**config.mk**
```make
export PLATFORM = sky130hd
export DESIGN_NAME = fp_from_int
export DESIGN_NICKNAME = d
export VERILOG_FILES = /design/src/rtl/fp_pkg.sv /design/src/rtl/fp_norm_step.sv /design/src/rtl/fp_from_int.sv
export SDC_FILE = /design/constraint.sdc
export NUM_CORES = 1
export LEC_CHECK = 0
export CAP_MARGIN = 20
export CORE_ASPECT_RATIO = 0.9
export CORE_MARGIN = 2
export CORE_UTILIZATION = 30
export CTS_BUF_LIST = sky130_fd_sc_hd__clkbuf_4
export DETAILED_ROUTE_END_ITERATION = 12
export PLACE_DENSITY_LB_ADDON = 0.3
export SYNTH_ARGS = -nofsm -noshare
export SYNTH_HDL_FRONTEND = slang
export SYNTH_SLANG_ARGS = --single-unit
```
**constraint.sdc**
```tcl
create_clock -name clk -period 4.9 [get_ports clk]
set_clock_uncertainty 0.15 [all_clocks]
set_input_delay 0.735 -clock clk [delete_from_list [all_inputs] [get_ports clk]]
set_output_delay 0.735 -clock clk [all_outputs]
set_load 0.05 [all_outputs]
```
**src/rtl/fp_pkg.sv**
```systemverilog
`default_nettype none
// ============================================================================
//  Module      : fp_pkg
//  Description : Shared types and helpers for the integer/float conversion path.
//  Revision    : 1.0  initial release
// ============================================================================
package fp_pkg;

    typedef enum logic [1:0] {
        IDLE = 2'd0,
        NORM = 2'd1,
        PACK = 2'd2,
        DONE = 2'd3
    } fp_state_e;

    function automatic int fp_bias(input int exp_bit);
        return (1 << (exp_bit - 1)) - 1;
    endfunction

endpackage
`default_nettype wire

```
**src/rtl/fp_norm_step.sv**
```systemverilog
`default_nettype none
// ============================================================================
//  Module      : fp_norm_step
//  Description : One binary-search normalisation step: shift left by 2^k when
//                the top 2^k bits of the value are all zero.
//  Revision    : 1.0  initial release
// ============================================================================
module fp_norm_step #(
    parameter int N_BIT   = 32,
    parameter int LOG_BIT = 5
) (
    input  logic [N_BIT-1:0]   value_i,
    input  logic [LOG_BIT-1:0] k_i,
    output logic [N_BIT-1:0]   shifted_o,
    output logic               taken_o
);

    logic [N_BIT-1:0] w_amt;
    logic [N_BIT-1:0] w_mask;
    logic             w_taken;

    always_comb begin
        w_amt   = {{(N_BIT-1){1'b0}}, 1'b1} << k_i;
        w_mask  = ~({N_BIT{1'b1}} >> w_amt);
        w_taken = ((value_i & w_mask) == '0);
    end

    assign taken_o   = w_taken;
    assign shifted_o = w_taken ? (value_i << w_amt) : value_i;

endmodule
`default_nettype wire

```
**src/rtl/fp_from_int.sv**
```systemverilog
`default_nettype none
// ============================================================================
//  Module      : fp_from_int
//  Description : Multi-cycle signed/unsigned integer to float converter,
//                round-toward-zero, valid/ready on both sides.
//  Revision    : 1.0  initial release
// ============================================================================
module fp_from_int
    import fp_pkg::*;
#(
    parameter int LOG_BIT = 5,
    parameter int EXP_BIT = 8,
    parameter int N_BIT   = 1 << LOG_BIT,
    parameter int MAN_BIT = N_BIT - EXP_BIT - 1
) (
    input  logic             clk,
    input  logic             rst_n,
    input  logic             in_valid,
    output logic             in_ready,
    input  logic [N_BIT-1:0] in_int,
    input  logic             in_signed,
    output logic             out_valid,
    input  logic             out_ready,
    output logic [N_BIT-1:0] out_fp
);

    localparam int c_BIAS = fp_bias(EXP_BIT);

    typedef struct packed {
        logic               sign;
        logic [EXP_BIT-1:0] exp;
        logic [MAN_BIT-1:0] man;
    } fp_word_t;

    fp_state_e          state_q,     state_d;
    logic               sign_q,      sign_d;
    logic [N_BIT-1:0]   mag_q,       mag_d;
    logic [LOG_BIT-1:0] step_q,      step_d;
    logic [LOG_BIT-1:0] lz_q,        lz_d;
    fp_word_t           out_fp_q,    out_fp_d;
    logic               out_valid_q, out_valid_d;

    logic [N_BIT-1:0]   w_shifted;
    logic               w_taken;
    logic [EXP_BIT-1:0] w_exp;

    fp_norm_step #(
        .N_BIT   (N_BIT),
        .LOG_BIT (LOG_BIT)
    ) u_norm_step (
        .value_i   (mag_q),
        .k_i       (step_q),
        .shifted_o (w_shifted),
        .taken_o   (w_taken)
    );

    always_ff @(posedge clk) begin
        if (!rst_n) begin
            state_q     <= IDLE;
            sign_q      <= 1'b0;
            mag_q       <= '0;
            step_q      <= '0;
            lz_q        <= '0;
            out_fp_q    <= '0;
            out_valid_q <= 1'b0;
        end else begin
            state_q     <= state_d;
            sign_q      <= sign_d;
            mag_q       <= mag_d;
            step_q      <= step_d;
            lz_q        <= lz_d;
            out_fp_q    <= out_fp_d;
            out_valid_q <= out_valid_d;
        end
    end

    always_comb begin
        state_d = state_q;
        case (state_q)
            IDLE:    if (in_valid)                  state_d = NORM;
            NORM:    if (step_q == '0)              state_d = PACK;
            PACK:                                   state_d = DONE;
            DONE:    if (out_valid_q && out_ready)  state_d = IDLE;
            default:                                state_d = IDLE;
        endcase
    end

    always_comb begin
        sign_d   = sign_q;
        mag_d    = mag_q;
        step_d   = step_q;
        lz_d     = lz_q;
        out_fp_d = out_fp_q;
        w_exp    = EXP_BIT'(c_BIAS + (N_BIT - 1) - int'(lz_q));
        case (state_q)
            IDLE: begin
                if (in_valid) begin
                    sign_d = in_signed & in_int[N_BIT-1];
                    mag_d  = (in_signed & in_int[N_BIT-1]) ? -in_int : in_int;
                    step_d = LOG_BIT'(LOG_BIT - 1);
                    lz_d   = '0;
                end
            end
            NORM: begin
                mag_d = w_shifted;
                lz_d  = lz_q + (w_taken ? (LOG_BIT'(1) << step_q) : '0);
                if (step_q != '0) step_d = step_q - 1'b1;
            end
            PACK: begin
                // A zero magnitude always packs to +0, regardless of the latched sign.
                if (mag_q == '0) begin
                    out_fp_d = '0;
                end else begin
                    out_fp_d.sign = sign_q;
                    out_fp_d.exp  = w_exp;
                    out_fp_d.man  = mag_q[N_BIT-2 -: MAN_BIT];
                end
            end
            default: ;
        endcase
        // out_valid is a register so the consumer sees a glitch-free flag; it drops on the taking edge.
        out_valid_d = (state_q == DONE) && !(out_valid_q && out_ready);
    end

    assign in_ready  = rst_n && (state_q == IDLE);
    assign out_valid = out_valid_q;
    assign out_fp    = out_fp_q;

endmodule
`default_nettype wire

```
---- Yosys cells after proc, flatten, opt, wreduce, memory -nomap -nowiden ----
Index checks and enable logic that the tools add are counted.
storage, ports and cells
  register bits ........................... 78
  word-level logic and storage cells ...... 58
  output and inout port bits .............. 34
  input bits .............................. 37
cells by class
  bitwise logic cells ..................... 3
  multiplexer cells ....................... 15
  eq/ne operators ......................... 8
  shifts and indexed selects .............. 4
  reductions and logical operators ........ 15
  add/subtract/negate cells ............... 4
operator list
  kind                                                  count
  2-to-1 mux 32 bit                                     4
  zero test 32 bit                                      2
  one-hot mux 32 bit (2 select lines)                   1
  AND 32 bit                                            1
  negation 32 bit                                       1
  NOT 32 bit                                            1
  left shift 1 x 5 -> 32 bit (first input constant)     1
  left shift 32 x 32 -> 32 bit                          1
  right shift 32 x 32 -> 32 bit (first input constant)  1
  2-to-1 mux 5 bit                                      4
  one-hot mux 5 bit (2 select lines)                    2
  AND reduction 3 bit                                   3
  != test 2 bit (second input constant)                 4
  one-hot mux 2 bit (4 select lines)                    1
  subtractor 8 x 5 -> 8 bit (first input constant)      1
  2-to-1 mux 2 bit                                      3
  adder 5 bit                                           1
  zero test 5 bit                                       1
  nonzero test 5 bit                                    1
  left shift 1 x 5 -> 5 bit (first input constant)      1
  subtractor 5 x 1 -> 5 bit (second input constant)     1
  equality test 2 bit (second input constant)           2
  AND reduction 2 bit                                   2
  logical AND 1 bit                                     3
  other kinds (6)                                       6

---- Longest topological paths before layout ----
  depth in word-level cells ............... 8
  mapped depth ............................ 18
  mapped depth without buffers ............ 16

---- Hierarchy ----
A second synthesis with hierarchy kept.
second synthesis, totals
  cell total of the unflattened synthesis .. 855
  area total of the unflattened synthesis .. 6742.7 um2
by module, submodules not included
  module        cells an instance  sequential area each (um2)  instances  area each (um2)
  fp_from_int   526                1561.5                      1          4424.2
  fp_norm_step  329                0.0                         1          2318.5

---- Least setup slack after synthesis ----
OpenSTA, ideal clock, no wires.
  path kind ............................... register to register
  from .................................... register step_q[0]
  to ...................................... register lz_q[3]
  clock period less this slack ............ 4.212 ns
  cell stages (with the launch flop) ...... 18
  path buffers ............................ 2
  arrival time ............................ 3.991 ns
  path slack .............................. 0.688 ns
  library setup time ...................... 0.071 ns
  required time ........................... 4.679 ns
  cell sequence ........................... dfxtp_1 -> inv_1 -> ha_1 -> buf_6 -> or4b_1 -> buf_4 -> o211ai_1 -> a221o_1 -> or4_4 -> nor4_2 -> nand2_1 -> nor3_1 -> ha_1 -> a21o_1 -> a21oi_1 -> xnor2_1 -> nand3_1 -> a21oi_1
on the way
  word-level cells in the longest chain between the ends .. 8
  elaborated cells between the ends (all ways) .. 9
  those cells by class .................... add/sub: 1; shift: 3; mux: 2; bitwise: 2; reduce/logical: 1
ends and longest elaborated chain
  what                                  RTL line            RTL
  start, declared                       fp_from_int.sv:38   logic [LOG_BIT-1:0] step_q, step_d;
  start signal, assigned                fp_from_int.sv:70   step_q <= step_d;
  left shift 1 x 5 -> 32 bit            fp_norm_step.sv:23  w_amt = {{(N_BIT-1){1'b0}}, 1'b1} << k_i;
  right shift 32 x 32 -> 32 bit         fp_norm_step.sv:24  w_mask = ~({N_BIT{1'b1}} >> w_amt);
  NOT 32 bit                            fp_norm_step.sv:24
  AND 32 bit                            fp_norm_step.sv:25  w_taken = ((value_i & w_mask) == '0);
  zero test 32 bit                      fp_norm_step.sv:25
  2-to-1 mux 5 bit *                    fp_from_int.sv:106  lz_d = lz_q + (w_taken ? (LOG_BIT'(1) << step_q) : '0);
  adder 5 bit *                         fp_from_int.sv:106
  one-hot mux 5 bit (2 select lines) *  fp_from_int.sv:95   case (state_q)
  end signal, assigned                  fp_from_int.sv:71   lz_q <= lz_d;
  end, declared                         fp_from_int.sv:39   logic [LOG_BIT-1:0] lz_q, lz_d;
Mark *: on every way between the ends. The rest lies on a longest branch, timed or not.
A chain may end at the register's enable or synchronous reset.

---- Worst setup path in the final report ----
Ends and elaborated chain as after synthesis.

==> impl_results.md <==
- Setup crit end kind: flip-flop
- Vertical die dimension: 145 um
- Buffers from clock root to sink, at most: 2
- Number of instances in the synthesized netlist: 870
- Area contributors post-synth: dfxtp_1 23%, mux2i_1 6.2%, a21oi_1 5.8%
- Beginning of the critical path: step_q[0]
- Residual antenna-violating net count after detailed routing: 0
- # nets final: 969
- Antenna violations before repair: 1
- Clock transition at the registers of the reported paths: 140 ps
- Vias: 7527
- Worst Reg-to-Reg Cells: 15
- Fin cells: 1213
- Congestion Overflow GR: 0
- R2R setup slack: 390 ps
- Area share of the largest cell type after synthesis: 0.235
- Maxcap violations: 0
- Iteration-0 DRC Markers: 985
- Endpoints failing setup: 0
- Static Leakage: 2.79 nW
- Number of nets produced by synthesis: 923
- Hold Path Class: reg -> reg
- Total negative slack: 0 ps
- Routability congestion estimate: 1.02
- Total global-route track usage: 0.245
- Overall die width: 161 um
- Portion of netlist area occupied by mux cells: 0.0752
- Leading cell types in the layout, fill and taps excluded: 86 x nor2_1, 78 x dfxtp_1, 77 x a21oi_1, 70 x clkdlybuf4s50_1, 64 x nand2_1
- Fraction of registers with async set/reset: 0
- IO buf count: 70
- Rel. slew slack: 0.388
- Cell at the slowest stage of the critical path: or4_4
- Clock period minus final worst setup slack: 4510 ps
- Flip-flop and latch area: 0.00156 mm^2
- Delay of the slowest critical-path stage: 580 ps
- Top Ports: 71
- Post-synthesis adder-cell area fraction: 0.0312
- Total power divided by cell area: 770 mW/mm^2
- Worst Path Required: 5170 ps
- Post-synthesis compound-gate area fraction: 0.330
- Synthesis warning total: 0
- Highest fanout seen on the critical path: 11
- Area enclosed by the die boundary: 0.0234 mm^2
- Critical path arrival: 4780 ps
- Number of buffers created by CTS: 9
- R2r startpoint: step_q[0]
- Maximum vdd drop: 0.246 mV
- Initial DRT Pass Iterations: 6
- Most used DFF post-synth: dfxtp_1
- Area share of xor/xnor cells in the synthesized design: 0.0461
- Clock H-tree levels: 3
- Final Hold Fails: 0
- Row count: 51
- Count of fill cells added during filler insertion: 2330
- Type of element launching the critical path: flip-flop
- Min-Delay Endpoint: sign_q
- Synthesis-stage register bit count: 78
- EDFF count, synth: 0
- Largest family of logic cells by synthesized area: compound AO/OA/AOI/OAI gates
- Final clock period utilization by the worst path: 0.920
- Count of different cell masters after synthesis: 81
- Destination of the worst register-to-register timing path: lz_q[3]
- Pin count of the biggest net entering global routing: 57
- Post-Synthesis Mean Instance Area: 7.65 um^2
- Vias in the first global route: 6985
- Tightest Pin Transition: 914 ps
- CTS tree: done
- Crit path cell chain: inv_1 -> ha_1 -> o22ai_2 -> o211ai_1 -> a221o_1 -> or4_4 -> nor4_2 -> nand2_1 -> nor3_1 -> ha_1 -> a21o_1 -> a21oi_1 -> xnor2_1 -> nand3_1 -> a21oi_1
- CTS Root Buffer Type: clkbuf_4
- Type of the worst setup path: reg -> reg
- Vias per std cell: 6.21
- Maximum clock rate: 0.222 GHz
- Detailed-route wire length: 28900 um
- Simple-gate area share of the yosys netlist: 0.218
- Fraction of final layout cells with drive strength greater than 1: 0.112
- Drt wl/cell: 23.8 um
- Post-CTS Resized: 0
- Hold depth: 2
- Final HPWL from detailed placement: 21300 um
- Multi-input gate area in the final layout: 0.00467 mm^2
- Area of the placeable core: 0.0217 mm^2
- Outcome: complete, no violations
- Share of synthesized area occupied by flip-flops and latches: 0.235
- Latest clock arrival within the worst-skew pair: 480 ps
- Synth-to-Final Area Change: 18.9%
- Number of placed instances with taps included: 1196
- Start point of the worst min-delay path: sign_q
- Setup repair after global routing missed its margin: false
- First-pass GRT wire length: 44300 um
- Starting utilization of the core area: 0.307
- Residual DRC count: 0
- Post-CTS setup repair buffer count: 0
- Worst hold-check slack: 328 ps
- Most common cell after layout, fill and taps aside: nor2_1
- Netlist area before placement: 0.00665 mm^2
- Cell type with the highest aggregate area in the netlist: dfxtp_1
- Post-CTS Hold Buffers: 0
- Number of clock sinks: 78
- Total count of max-transition violations in the final report: 0
## area by class of cell
class / count / area share
flip-flops and latches: 78 / 0.197
clock inverters: 5 / 0.0134
clock buffers: 11 / 0.0104
well taps: 291 / 0.0460
diodes: 1 / 0.000316
multi-input cells: 691 / 0.591
repair buffers: 116 / 0.132
inverters: 20 / 0.00949
## flip-flops by register name (all words and copies together), names as in the netlist
register / cells
mag_q: 32
out_fp: 32
lz_q: 5
step_q: 5
state_q: 2
out_valid: 1
sign_q: 1
## through the flow
stage	instance area (um^2)	worst slack [ps]	utilization	total power, mW
CTS	7910	437	0.365	5.92
finish	7910	393	0.365	6.09
detailed placement	7720	490	0.356	5.39
global route	7910	54.8	0.365	6.38
global placement	7720	573	0.356	5.44
floorplan	6650	688	-	3.90
## metal layers
metal  vias to the layer above  global-route usage  wire length [um]
li1                       3416                   -                 -
met1                      3560               0.364             13000
met2                       487               0.352             12000
met3                        64              0.0477              3010
met4                         0              0.0768               788
met5                         -                   0                 0
## how the worst max path moves through the flow
stage / endpoint / cells after the start
finish: lz_q[3] / 15
global route: lz_q[3] / 16
CTS: lz_q[3] / 15
detailed placement: lz_q[3] / 15
global placement: lz_q[3] / 15
floorplan: lz_q[3] / 17
## synthesized netlist by cell type (6+ instances only)
library cell and count:
a311oi_1 6, clkbuf_1 60, o31ai_1 7, o221ai_1 22
nor4_1 11, xnor2_1 21, nor3_1 37, inv_1 19
buf_2 10, nand2_1 64, o21ai_0 32, mux2i_1 41
a221oi_1 10, o22ai_1 14, or4_1 8, o32ai_1 9
o21a_1 6, a21oi_1 77, ha_1 15, nor2_1 86
o221a_2 11, a211oi_1 16, dfxtp_1 78, a22oi_1 11
xor2_1 14, nand3_1 23, nand2b_1 6, and3_1 6
a31oi_1 13, a21o_1 8, mux2_2 6, o211ai_1 11
## worst max-delay path, delay by kind of cell, from the launching register on
kind	cells	cell delay, ps
buf+inv	1	180
flops	1	490
simple gates	5	1520
fa+ha+maj	2	700
xor+xnor	1	140
compound gates	6	1260
## where the power goes
| group | internal [mW] | switching [mW] |
|---|---|---|
| combinational | 1.54 | 2.88 |
| sequential | 0.794 | 0.356 |
| clock | 0.271 | 0.251 |
## logic make-up (layout without fill, tap and decap cells)
kind of cell | count (synthesis) | in the layout
AND/OR/NAND/NOR | 287 | 287
flip-flops | 78 | 78
XOR/XNOR | 35 | 35
adder cells (fa/ha/maj) | 16 | 16
AO/OA/AOI/OAI | 305 | 305
buffers and inverters | 101 | 152
other | 0 | 1
multiplexers | 48 | 48
Note: power is estimated with default switching activity, not from simulation.
